`src/rtl/fsic_gpio_ctrl.sv`:
```
// Multi-channel GPIO pad controller: config registers, registered pad controls, synchronised inputs, edge interrupts.
// Define GPIO_DEBOUNCE_EN to add the per-channel debounce counters; otherwise the stable input follows the synchroniser.
module fsic_gpio_ctrl #(
  parameter int NCH        = 8,
  parameter int DEB_CYCLES = 4,
  parameter int ADDR_W     = 6
) (
  input  logic              wb_clk_i,
  input  logic              wb_rst_i,
  input  logic              cfg_we,
  input  logic              cfg_re,
  input  logic [ADDR_W-1:0] cfg_addr,
  input  logic [31:0]       cfg_wdata,
  output logic [31:0]       cfg_rdata,
  output logic              cfg_rvalid,
  input  logic [NCH-1:0]    pad_in,
  output logic [NCH-1:0]    pad_out,
  output logic [NCH-1:0]    pad_oe,
  output logic [NCH-1:0]    pad_pu,
  output logic [NCH-1:0]    pad_pd,
  output logic              irq_o
);

  if (NCH < 1 || NCH > 32 || (8 + NCH) > (1 << ADDR_W) || DEB_CYCLES < 0) begin : g_param_check
    $error("fsic_gpio_ctrl: illegal parameter combination");
  end

  // Returns {oe, pu, pd}; unknown codes behave as plain input.
  function automatic logic [2:0] mode_decode(input logic [2:0] m);
    case (m)
      3'b010:  return 3'b010;
      3'b011:  return 3'b001;
      3'b110:  return 3'b100;
      default: return 3'b000;
    endcase
  endfunction

  logic [NCH-1:0] out_q, out_d, rise_q, rise_d, fall_q, fall_d, status_q, status_d;
  logic [2:0]     mode_q [NCH];
  logic [2:0]     mode_d [NCH];
  logic [NCH-1:0] s1_q, s2_q, stable_q, stable_d, stable_dly_q;
  logic [NCH-1:0] pad_out_q, pad_oe_q, pad_pu_q, pad_pd_q;
  logic [NCH-1:0] w1c, edge_set;
  logic [31:0]    rd_word, rdata_q;
  logic           rvalid_q;
  logic           unused_wdata;

  assign unused_wdata = ^cfg_wdata;

  assign edge_set = (rise_q & stable_q & ~stable_dly_q) | (fall_q & ~stable_q & stable_dly_q);

  always_comb begin
    out_d  = out_q;
    rise_d = rise_q;
    fall_d = fall_q;
    w1c    = '0;
    for (int k = 0; k < NCH; k++) mode_d[k] = mode_q[k];
    if (cfg_we) begin
      if (cfg_addr == ADDR_W'(0)) out_d  = cfg_wdata[NCH-1:0];
      if (cfg_addr == ADDR_W'(2)) rise_d = cfg_wdata[NCH-1:0];
      if (cfg_addr == ADDR_W'(3)) fall_d = cfg_wdata[NCH-1:0];
      if (cfg_addr == ADDR_W'(4)) w1c    = cfg_wdata[NCH-1:0];
      for (int k = 0; k < NCH; k++)
        if (cfg_addr == ADDR_W'(8 + k)) mode_d[k] = cfg_wdata[2:0];
    end
    // A new edge outranks a simultaneous clear.
    status_d = (status_q & ~w1c) | edge_set;
  end

  always_comb begin
    rd_word = '0;
    if (cfg_addr == ADDR_W'(0)) rd_word[NCH-1:0] = out_q;
    if (cfg_addr == ADDR_W'(1)) rd_word[NCH-1:0] = stable_q;
    if (cfg_addr == ADDR_W'(2)) rd_word[NCH-1:0] = rise_q;
    if (cfg_addr == ADDR_W'(3)) rd_word[NCH-1:0] = fall_q;
    if (cfg_addr == ADDR_W'(4)) rd_word[NCH-1:0] = status_q;
    for (int k = 0; k < NCH; k++)
      if (cfg_addr == ADDR_W'(8 + k)) rd_word[2:0] = mode_q[k];
  end

`ifdef GPIO_DEBOUNCE_EN
  localparam int D  = (DEB_CYCLES < 1) ? 1 : DEB_CYCLES;
  localparam int CW = (D > 1) ? $clog2(D) : 1;

  logic [CW-1:0] cnt_q [NCH];
  logic [CW-1:0] cnt_d [NCH];

  always_comb begin
    stable_d = stable_q;
    for (int k = 0; k < NCH; k++) begin
      cnt_d[k] = '0;
      if (s2_q[k] != stable_q[k]) begin
        if (cnt_q[k] == CW'(D - 1)) stable_d[k] = s2_q[k];
        else                        cnt_d[k]    = cnt_q[k] + 1'b1;
      end
    end
  end

  always_ff @(posedge wb_clk_i or posedge wb_rst_i) begin
    if (wb_rst_i) begin
      for (int k = 0; k < NCH; k++) cnt_q[k] <= '0;
    end else begin
      for (int k = 0; k < NCH; k++) cnt_q[k] <= cnt_d[k];
    end
  end
`else
  assign stable_d = s2_q;
`endif

  always_ff @(posedge wb_clk_i or posedge wb_rst_i) begin
    if (wb_rst_i) begin
      out_q        <= '0;
      rise_q       <= '0;
      fall_q       <= '0;
      status_q     <= '0;
      for (int k = 0; k < NCH; k++) mode_q[k] <= 3'b001;
      s1_q         <= '0;
      s2_q         <= '0;
      stable_q     <= '0;
      stable_dly_q <= '0;
      pad_out_q    <= '0;
      pad_oe_q     <= '0;
      pad_pu_q     <= '0;
      pad_pd_q     <= '0;
      rdata_q      <= '0;
      rvalid_q     <= 1'b0;
    end else begin
      out_q        <= out_d;
      rise_q       <= rise_d;
      fall_q       <= fall_d;
      status_q     <= status_d;
      for (int k = 0; k < NCH; k++) mode_q[k] <= mode_d[k];
      s1_q         <= pad_in;
      s2_q         <= s1_q;
      stable_q     <= stable_d;
      stable_dly_q <= stable_q;
      // Pad controls lag the register update by one edge.
      pad_out_q    <= out_q;
      for (int k = 0; k < NCH; k++) {pad_oe_q[k], pad_pu_q[k], pad_pd_q[k]} <= mode_decode(mode_q[k]);
      rvalid_q     <= cfg_re;
      if (cfg_re) rdata_q <= rd_word;
    end
  end

  assign pad_out    = pad_out_q;
  assign pad_oe     = pad_oe_q;
  assign pad_pu     = pad_pu_q;
  assign pad_pd     = pad_pd_q;
  assign cfg_rdata  = rdata_q;
  assign cfg_rvalid = rvalid_q;
  assign irq_o      = |status_q;

endmodule

```
`config.mk`:
```
export PLATFORM = sky130hd
export DESIGN_NAME = fsic_gpio_ctrl
export DESIGN_NICKNAME = d
export VERILOG_FILES = /design/src/rtl/fsic_gpio_ctrl.sv
export SDC_FILE = /design/constraint.sdc
export NUM_CORES = 1
export LEC_CHECK = 0
export ABC_AREA = 1
export CAP_MARGIN = 20
export CELL_PAD_IN_SITES_DETAIL_PLACEMENT = 0
export CELL_PAD_IN_SITES_GLOBAL_PLACEMENT = 1
export CORE_MARGIN = 2
export CORE_UTILIZATION = 50
export CTS_BUF_LIST = sky130_fd_sc_hd__clkbuf_4 sky130_fd_sc_hd__clkbuf_8
export CTS_CLUSTER_DIAMETER = 60
export CTS_CLUSTER_SIZE = 25
export DETAILED_ROUTE_END_ITERATION = 12
export DONT_BUFFER_PORTS = 1
export HOLD_SLACK_MARGIN = 0.1
export PLACE_DENSITY_LB_ADDON = 0.1
export SETUP_SLACK_MARGIN = 0.1
export SLEW_MARGIN = 15
export SYNTH_ARGS = -nofsm -noshare
export SYNTH_HDL_FRONTEND = slang
export SYNTH_SLANG_ARGS = --single-unit
```
`constraint.sdc`:
```
create_clock -name wb_clk_i -period 5.2 [get_ports wb_clk_i]
set_input_delay 1.04 -clock wb_clk_i [delete_from_list [all_inputs] [get_ports wb_clk_i]]
set_output_delay 1.04 -clock wb_clk_i [all_outputs]
set_load 0.01 [all_outputs]
```
==> results.json, run 1 <==
{
  "final_layout_size_suffix_gt1_share_pct": 11.3,
  "yosys_warnings": 0,
  "min-delay-path-class": "reg -> reg",
  "switching_share_pct": 26.3,
  "timing.final.crit_period_ps": 2410,
  "syn2layout_area_growth_pct": 8.63,
  "r2r.worst_path.cells": 10,
  "antenna_violations_before_repair": 0,
  "setup_viol_count_final": 0,
  "top_reg_by_flops": "mode_q",
  "synthesis.area_per_instance_um2": 9.95,
  "rsz_0062_raised_after_global_routing": "no",
  "drt-wirelength-per-cell_um": 15.4,
  "global_route.overflow_total": 0,
  "tightestPinTransition_ps": 792,
  "cts-resized-gates": 0,
  "seq_area_frac_synth_pct": 63.1,
  "cts.sink_count": 129,
  "yosys_most_used_dff": "sky130_fd_sc_hd__dfrtp_1",
  "fmaxAchievable_mhz": 415,
  "worst_r2r_endpoint": "cfg_rdata[0]",
  "worst_ep_arrival_time_ps": 1370,
  "power.clock.fraction_pct": 39.3,
  "startpoint_of_the_most_critical_register_to_register_path": "stable_q[0]",
  "cts_stage_hold_buffer_count": 0,
  "drv_cap": 0,
  "timing.final.max_slew_violations": 0,
  "hold_violations": 0,
  "final.fill_count": 900,
  "drcViolationCount": 0,
  "die_h_um": 105,
  "critical_path.startpoint_type": "register",
  "path_cells": "nor4_1, nand2_1",
  "clk_latency_ps": 430,
  "post_layout_instance_count_excluding_filler_cells": 673,
  "fin_total_pwr_mw": 2.16,
  "detailedRoute.firstPassIterationCount": 4,
  "port_buffers": 0,
  "ir_drop_mv": 0.228,
  "postSynth.asyncResetShare_pct": 100,
  "min_path_cells": 0,
  "worst_path_max_delay_cell": "sky130_fd_sc_hd__dfrtp_1",
  "floorplan.initialDensity_pct": 52.0,
  "synth-edff-count": 0,
  "setup.reg_to_reg.worst_slack_ps": 3760,
  "number_of_global_route_vias_before_repair": 3337,
  "met2_usage_pct": 30.1,
  "grt.met1_usage_pct": 28.6,
  "largest_net_degree_at_the_start_of_global_routing": 90,
  "power.share.combinational_pct": 6.1,
  "cellInternalPower_mw": 1.59,
  "yosys_register_bits": 129,
  "synth_area_mm2": 0.00513,
  "cp_data_required_time_ps": 4160,
  "min_delay_worst_endpoint": "s2_q[1]",
  "io_pins": 116,
  "design.final.nets": 577,
  "critical-path-max-stage-delay_ps": 410,
  "antenna_diodes": 0,
  "dp_hpwl_um": 6910,
  "power.share.sequential_pct": 54.6,
  "clk_transition_reported_paths_ps": 80,
  "final_min_period_over_clock_period_pct": 46.4,
  "p_switching_uw": 566,
  "timing.setup.tns_ps": 0,
  "floorplan.die_area_mm2": 0.0111,
  "hold_start": "s1_q[1]",
  "crit_fanout": 3,
  "drt_iter0_drc": 174,
  "critical_path.endpoint_type": "output port",
  "cts_max_path_buffers": 2,
  "chipWidth_um": 105,
  "leakagePower_nw": 2.61,
  "finalClockSkew_ps": 9.70,
  "numPlacedInstances": 641,
  "grt_first_pass_wirelength_um": 17100,
  "grt_util_all_layers_pct": 20.3,
  "tritoncts": "yes",
  "largest_reg_flops": 24,
  "cts-htree-levels": 4,
  "total_cts_buffers": 17,
  "top_usage_layer": "met2",
  "root_cell_of_the_clock_tree": "sky130_fd_sc_hd__clkbuf_8",
  "power_density_over_cell_area_mw_per_mm2": 387,
  "distinct_cell_type_count_of_the_synthesized_netlist": 31,
  "gp_congestion": 0.777,
  "utilization_pct": 56.5,
  "grt_use_met3_pct": 5.69,
  "outcome": "finished clean",
  "placementRows": 36,
  "post_route_antenna_net_violation_count": 0,
  "wirelength_um": 10400,
  "worstSetupPathType": "reg -> out",
  "cts.repair_timing.setup_buffer_count": 0,
  "num_vias": 3423,
  "fp.coreArea_mm2": 0.00986,
  "vias_per_cell": 5.09,
  "slew-limit-headroom_pct": 47.2,
  "synthesis.instances": 516
}
## placed cells by master, fill, tap and decap left out
cell,instances
sky130_fd_sc_hd__clkinv_4,3
sky130_fd_sc_hd__nand2_1,121
sky130_fd_sc_hd__clkinvlp_4,4
sky130_fd_sc_hd__conb_1,24
sky130_fd_sc_hd__inv_1,49
sky130_fd_sc_hd__nor2_2,3
sky130_fd_sc_hd__nand3_2,1
sky130_fd_sc_hd__o21ai_0,60
sky130_fd_sc_hd__nand4_1,9
sky130_fd_sc_hd__inv_2,6
sky130_fd_sc_hd__a21oi_1,7
sky130_fd_sc_hd__o311ai_0,3
sky130_fd_sc_hd__a221oi_1,4
sky130_fd_sc_hd__nor4_1,2
sky130_fd_sc_hd__nand3_1,20
sky130_fd_sc_hd__clkbuf_4,2
sky130_fd_sc_hd__nor3_1,17
sky130_fd_sc_hd__bufinv_16,2
sky130_fd_sc_hd__dfstp_2,8
sky130_fd_sc_hd__inv_6,2
sky130_fd_sc_hd__and3_1,4
sky130_fd_sc_hd__nor2_8,2
sky130_fd_sc_hd__nand2_4,2
sky130_fd_sc_hd__dfrtp_1,121
sky130_fd_sc_hd__a22oi_1,4
sky130_fd_sc_hd__o21ai_1,8
sky130_fd_sc_hd__clkinv_2,2
sky130_fd_sc_hd__a22o_1,1
sky130_fd_sc_hd__clkbuf_8,18
sky130_fd_sc_hd__buf_4,1
sky130_fd_sc_hd__nor3b_1,1
sky130_fd_sc_hd__nor2_4,4
sky130_fd_sc_hd__nand3_4,1
sky130_fd_sc_hd__nor2_1,24
## kinds of logic after synthesis
logic type	Yosys count	share of synthesized area [%]
AO/OA/AOI/OAI	87	9.26
buffers and inverters	88	8.39
flip-flops	129	63.1
other	1	0.0731
AND/OR/NAND/NOR	211	19.2
## synthesized netlist by cell type (2+ instances only)
master	n	area share (%)
sky130_fd_sc_hd__nor2_1	24	1.8
sky130_fd_sc_hd__nand4_1	9	1.1
sky130_fd_sc_hd__nand3_1	20	2.0
sky130_fd_sc_hd__nor2_8	2	0.78
sky130_fd_sc_hd__buf_2	2	0.20
sky130_fd_sc_hd__o21ai_1	8	0.78
sky130_fd_sc_hd__a221oi_1	4	0.68
sky130_fd_sc_hd__dfrtp_1	121	59
sky130_fd_sc_hd__buf_4	24	3.5
sky130_fd_sc_hd__clkbuf_1	4	0.29
sky130_fd_sc_hd__nand2_4	2	0.44
sky130_fd_sc_hd__and3_1	4	0.49
sky130_fd_sc_hd__nor2_2	3	0.37
sky130_fd_sc_hd__inv_1	50	3.7
sky130_fd_sc_hd__nor4_1	2	0.24
sky130_fd_sc_hd__a22oi_1	4	0.59
sky130_fd_sc_hd__nor3_1	17	1.7
sky130_fd_sc_hd__o311ai_0	3	0.51
sky130_fd_sc_hd__dfstp_2	8	4.1
sky130_fd_sc_hd__inv_2	6	0.44
sky130_fd_sc_hd__nand2_1	121	8.8
sky130_fd_sc_hd__nor2_4	4	0.88
sky130_fd_sc_hd__a21oi_1	7	0.68
sky130_fd_sc_hd__o21ai_0	60	5.9
## area by class of cell
type | instances | area, um2 | area share (%)
clock buffers | 20 | 263 | 4.71
well taps | 133 | 166 | 2.98
repair buffers | 1 | 7.51 | 0.135
flip-flops and latches | 129 | 3240 | 58.1
multi-input cells | 322 | 1550 | 27.8
inverters | 56 | 215 | 3.86
clock inverters | 12 | 135 | 2.42
## critical path, delay by kind of cell, from the launching register on
kind / cells / cell delay [ps]
flops: 1 / 410
simple gates: 2 / 520
## how the worst max path moves through the flow
| stage | from | endpoint | slack [ps] | cells after the start |
|---|---|---|---|---|
| floorplan | wb_rst_i | cfg_rdata[0] | 730 | 1 |
| global placement | wb_rst_i | mode_q[12] | 2800 | 2 |
| detailed placement | wb_rst_i | mode_q[12] | 2760 | 2 |
| CTS | status_q[1] | irq_o | 2700 | 2 |
| global route | status_q[1] | irq_o | 2690 | 2 |
| finish | status_q[1] | irq_o | 2790 | 2 |
## stage by stage
stage               setup WS, ps  hold WS [ps]  instance area (um2)
floorplan                    732           331                 5220
global placement            2800           331                 5170
detailed placement          2760           336                 5170
CTS                         2700           352                 5570
global route                2690           349                 5580
finish                      2790           344                 5580
## power groups by stage
| stage | clock (mW) | sequential, mW | combinational (mW) |
|---|---|---|---|
| 6_report | 0.847 | 1.18 | 0.132 |
| 5_1_grt | 0.920 | 1.19 | 0.158 |
| 4_1_cts | 0.875 | 1.18 | 0.135 |
| 3_5_place_dp | 0 | 1.19 | 0.135 |
| 3_3_place_gp | 0 | 1.19 | 0.129 |
| 2_1_floorplan | 0 | 1.17 | 0.122 |
## per-layer routing
layer	vias up	wire [um]
met4	0	93
met1	1630	4870
met5	-	0
met3	9	648
li1	1658	-
met2	126	4770
Power figures use the tool's default switching activity.
==> inputs of run 2 (changes only) <==
- clock period: 5.2 -> 2.4 ns (I/O delays scaled with it)
==> run 2 against run 1 <==
Against the previous run:
- clock power increased by 110%
- die area unchanged
- sequential share of layout area decreased by 0.97 points
- global-route usage decreased by 0.78 points
- clock skew decreased by 1.2 ps
- highest routed layer unchanged
- via count decreased by 0.70%
- core utilization increased by 0.96 points
==> results.json, run 2 (synthesis results as in run 1) <==
{
  "most_frequent_cells_in_the_layout": "121 x sky130_fd_sc_hd__nand2_1, 121 x sky130_fd_sc_hd__dfrtp_1, 60 x sky130_fd_sc_hd__o21ai_0, 49 x sky130_fd_sc_hd__inv_1",
  "antenna_diodes": 0,
  "hold_violations": 0,
  "num_vias": 3399,
  "number_of_global_route_vias_before_repair": 3199,
  "floorplan.die_area_mm2": 0.0111,
  "grt_first_pass_wirelength_um": 16200,
  "cts_max_path_buffers": 2,
  "finalClockSkew_ps": 8.50,
  "root_cell_of_the_clock_tree": "sky130_fd_sc_hd__clkbuf_8",
  "tightestPinTransition_ps": 675,
  "critical_path.endpoint_type": "output port",
  "p_switching_mw": 1.12,
  "chipWidth_um": 105,
  "clk_latency_ps": 440,
  "dpl-instance-area_mm2": 0.00519,
  "detailedRoute.firstPassIterationCount": 7,
  "drt-wirelength-per-cell_um": 14.7,
  "fmaxAchievable_mhz": 541,
  "design_area_mm2": 0.00567,
  "critical_path.startpoint_type": "register",
  "cellInternalPower_mw": 3.53,
  "largest_net_degree_at_the_start_of_global_routing": 130,
  "crit_fanout": 3,
  "clk_transition_reported_paths_ps": 70,
  "cts_stage_hold_buffer_count": 9,
  "cts-htree-levels": 4,
  "timing.final.max_slew_violations": 0,
  "die_h_um": 105,
  "drv_cap": 0,
  "rsz_0062_raised_after_global_routing": "no",
  "largest_reg_flops": 24,
  "top_reg_by_flops": "mode_q",
  "cts.repair_timing.setup_buffer_count": 0,
  "outcome": "finished clean",
  "post_route_antenna_net_violation_count": 0,
  "slew-limit-headroom_pct": 55.0,
  "ir_drop_mv": 0.437,
  "leakagePower_nw": 2.67,
  "grt_util_all_layers_pct": 19.5,
  "cts.sink_count": 129,
  "global_route.overflow_total": 0,
  "syn2layout_area_growth_pct": 10.5,
  "placementRows": 36,
  "final_layout_size_suffix_gt1_share_pct": 10.8,
  "drt_iter0_drc": 223,
  "gp_congestion": 0.822,
  "cp_data_required_time_ps": 1920,
  "timing.setup.tns_ps": 0,
  "total_cts_buffers": 17,
  "final.fill_count": 868,
  "dp_hpwl_um": 6640,
  "worstSetupPathType": "reg -> out",
  "power.clock.fraction_pct": 38.7,
  "vias_per_cell": 5.00,
  "switching_share_pct": 24.0,
  "power.share.combinational_pct": 6.4,
  "power.share.sequential_pct": 54.9,
  "io_pins": 116,
  "floorplan.initialDensity_pct": 52.0,
  "power_density_over_cell_area_mw_per_mm2": 820,
  "wirelength_um": 10000,
  "worst_ep_arrival_time_ps": 1370,
  "design.final.nets": 586,
  "fp.coreArea_mm2": 0.00986,
  "utilization_pct": 57.5,
  "tritoncts": "yes",
  "timing.final.crit_period_ps": 1850,
  "min-delay-path-class": "in -> async",
  "port_buffers": 0,
  "cts-resized-gates": 0,
  "final_min_period_over_clock_period_pct": 77.0,
  "setup_viol_count_final": 0,
  "antenna_violations_before_repair": 0,
  "drcViolationCount": 0
}
-- run 2: routing by layer --
layer	vias up	GRT usage (%)	share of wire (%)	wire, um
li1	1673	-	-	-
met1	1613	26.7	48	4820
met2	99	28.5	45	4480
met3	14	7.24	5.4	539
met4	0	7.24	1.9	186
met5	-	0	0	0
-- run 2: final timing paths --
path | slack [ps] | from | to | cells past startpoint
max reg2reg | 1010 | stable_q[0] | cfg_rdata[0] | 10
min in group wb_clk_i | 250 | cfg_wdata[6] | rise_q[6] | 2
max in group asynchronous | 1800 | wb_rst_i | pad_oe[1] | 2
min | 80 | wb_rst_i | stable_q[6] | 2
min reg2reg | 350 | s1_q[5] | s2_q[5] | 0
max | 550 | status_q[0] | irq_o | 2
-- run 2: layout make-up --
class / count / area (um2) / area share (%)
multi-input combinational: 322 / 1550 / 27.3
clock inverter: 6 / 80.1 / 1.41
timing repair buffer: 10 / 110 / 1.94
tap: 133 / 166 / 2.93
clock buffer: 24 / 312 / 5.49
inverter: 56 / 214 / 3.77
sequential: 129 / 3240 / 57.1
-- run 2: power groups by stage --
stage	registers (mW)	logic (mW)	clock network, mW
after floorplan	2.55	0.265	0
after global placement	2.59	0.282	0
after detailed placement	2.59	0.291	0
after CTS	2.55	0.303	1.85
after global routing	2.58	0.352	1.96
final	2.55	0.296	1.80
-- run 2: critical path, cell delays in order, from the launching register on --
cell                      delay [ps]
sky130_fd_sc_hd__dfrtp_1         400
sky130_fd_sc_hd__nor4_1          340
sky130_fd_sc_hd__nand2_1         180
-- run 2: per-stage QoR --
stage          std cells  power, mW  hold slack [ps]  setup WS [ps]
5_1_grt              680       4.88              152            458
2_1_floorplan        539       2.81              331            331
3_3_place_gp         641       2.87              332            566
3_5_place_dp         641       2.88              335            553
6_report             680       4.65             75.5            552
4_1_cts              680       4.71              129            508
==> inputs of run 3 (changes only) <==
- clock period: 2.4 -> 1.8 ns (I/O delays scaled with it)
==> run 3 against run 2 <==
Against the previous run:
- first-iteration DRC count is 17% lower
- die area stayed put
- global-route usage is 0.93 points higher
- routed wire length is 3.0% higher
- largest power group unchanged
- highest routed layer unchanged
==> results.json, run 3 (synthesis results as in run 1) <==
{
  "outcome": "finished clean",
  "numPlacedInstances": 647,
  "slew-limit-headroom_pct": 56.6,
  "rsz_0062_raised_after_global_routing": "yes",
  "power_density_over_cell_area_mw_per_mm2": 1090,
  "cts.sink_count": 129,
  "total_cts_buffers": 17,
  "die_h_um": 105,
  "clk_latency_ps": 450,
  "largest_net_degree_at_the_start_of_global_routing": 130,
  "dp_hpwl_um": 6910,
  "finalClockSkew_ps": 7.80,
  "largest_reg_flops": 24,
  "grt_use_met3_pct": 7.05,
  "global_route.overflow_total": 0,
  "drcViolationCount": 0,
  "leakagePower_nw": 2.71,
  "tritoncts": "yes",
  "syn2layout_area_growth_pct": 12.4,
  "tightestPinTransition_ps": 651,
  "critical_path.startpoint_type": "register",
  "ir_drop_mv": 0.603,
  "grt.met1_usage_pct": 28.3,
  "final_layout_size_suffix_gt1_share_pct": 12.5,
  "wirelength_um": 10300,
  "antenna_diodes": 0,
  "fmaxAchievable_mhz": 592,
  "worstSetupPathType": "reg -> out",
  "antenna_violations_before_repair": 0,
  "floorplan.initialDensity_pct": 52.0,
  "dp_worst_setup_slack_ps": 83.1,
  "timing.final.crit_period_ps": 1690,
  "number_of_global_route_vias_before_repair": 3212,
  "most_frequent_cells_in_the_layout": "121 x sky130_fd_sc_hd__nand2_1, 121 x sky130_fd_sc_hd__dfrtp_1, 60 x sky130_fd_sc_hd__o21ai_0, 49 x sky130_fd_sc_hd__inv_1",
  "detailedRoute.firstPassIterationCount": 4,
  "met2_usage_pct": 30.1,
  "post_route_antenna_net_violation_count": 0,
  "hold_violations": 0,
  "fp.coreArea_mm2": 0.00986,
  "top_usage_layer": "met2",
  "floorplan.die_area_mm2": 0.0111,
  "gp_congestion": 0.816,
  "critPathLaunch": "status_q[4]",
  "cts_max_path_buffers": 2,
  "timing.setup.tns_ps": 0,
  "port_buffers": 0,
  "num_vias": 3479,
  "crit_fanout": 3,
  "design.final.nets": 595,
  "hold-worst-slack_ps": 135,
  "drv_cap": 0,
  "layout_setup_ws_ps": 110,
  "io_pins": 116,
  "min-delay-path-class": "in -> reg",
  "drt-wirelength-per-cell_um": 14.9,
  "grt_util_all_layers_pct": 20.5,
  "timing.final.max_slew_violations": 0,
  "root_cell_of_the_clock_tree": "sky130_fd_sc_hd__clkbuf_8",
  "critical_path.endpoint_type": "output port",
  "vias_per_cell": 5.03,
  "setup_viol_count_final": 0,
  "final.fill_count": 878,
  "top_reg_by_flops": "mode_q",
  "clk_transition_reported_paths_ps": 60,
  "chipWidth_um": 105,
  "worst_ep_arrival_time_ps": 1330,
  "drt_iter0_drc": 185,
  "placementRows": 36,
  "grt_first_pass_wirelength_um": 17000,
  "startpoint_of_the_most_critical_register_to_register_path": "stable_q[0]",
  "final_min_period_over_clock_period_pct": 93.9,
  "cp_data_required_time_ps": 1440,
  "post_layout_instance_count_excluding_filler_cells": 691,
  "hold_start": "cfg_wdata[7]",
  "utilization_pct": 58.5,
  "cts-htree-levels": 4
}
-- run 3: changes by cell type in the layout (fill, tap and decap cells not counted) --
cell                            change
sky130_fd_sc_hd__buf_4              +7
sky130_fd_sc_hd__clkbuf_4           +2
sky130_fd_sc_hd__dlygate4sd3_1      +2
sky130_fd_sc_hd__nor4_1             -2
sky130_fd_sc_hd__nor4_2             +2
-- run 3: worst max-delay path: stages (launching register included) --
cell	delay (ps)
sky130_fd_sc_hd__dfrtp_1	420
sky130_fd_sc_hd__nor4_2	310
sky130_fd_sc_hd__nand2_1	160
-- run 3: final timing paths --
check | to | slack, ps | cells after the start
worst max-delay path | irq_o | 110 | 2
worst min-delay path | rise_q[7] | 130 | 2
worst max register to register | cfg_rdata[0] | 440 | 10
worst min register to register | stable_q[0] | 350 | 0
max in group asynchronous | status_q[2] | 730 | 3
min in group asynchronous | cfg_rdata[6] | 590 | 3
-- run 3: timing repair --
action | in CTS | in global routing
setup endpoints to repair | 1 | 1
setup buffers | 1 | 0
hold buffers | 11 | 0
resized for setup | 2 | 0
endpoints found under the hold margin | 131 | 0
pin swaps | 2 | 0
-- run 3: routing by layer --
layer  routed length [um]  vias to the layer above  share of wire [%]
met5                    0                        -                  0
met4                  174                        0                1.7
met3                  590                       19                5.7
met2                 4780                      103                 46
met1                 4790                     1659                 46
li1                     -                     1698                  -
-- run 3: cell type report --
cell class / count / area (um2) / area share, %
repair buffers: 19 / 183 / 3.17
flip-flops and latches: 129 / 3240 / 56.1
well taps: 133 / 166 / 2.88
clock inverters: 6 / 80.1 / 1.39
clock buffers: 26 / 327 / 5.66
inverters: 56 / 214 / 3.71
multi-input cells: 322 / 1560 / 27.1
-- run 3: power by group --
part | total (mW) | switching (mW) | internal (mW) | leakage, nW
logic | 0.410 | 0.269 | 0.141 | 0.873
clock network | 2.48 | 1.04 | 1.45 | 0.218
registers | 3.41 | 0.231 | 3.18 | 1.62
-- run 3: per-stage QoR --
stage          area [um2]  power [mW]
5_1_grt              5770        6.60
2_1_floorplan        5220        3.75
4_1_cts              5770        6.38
3_3_place_gp         5230        3.83
6_report             5770        6.30
3_5_place_dp         5230        3.85
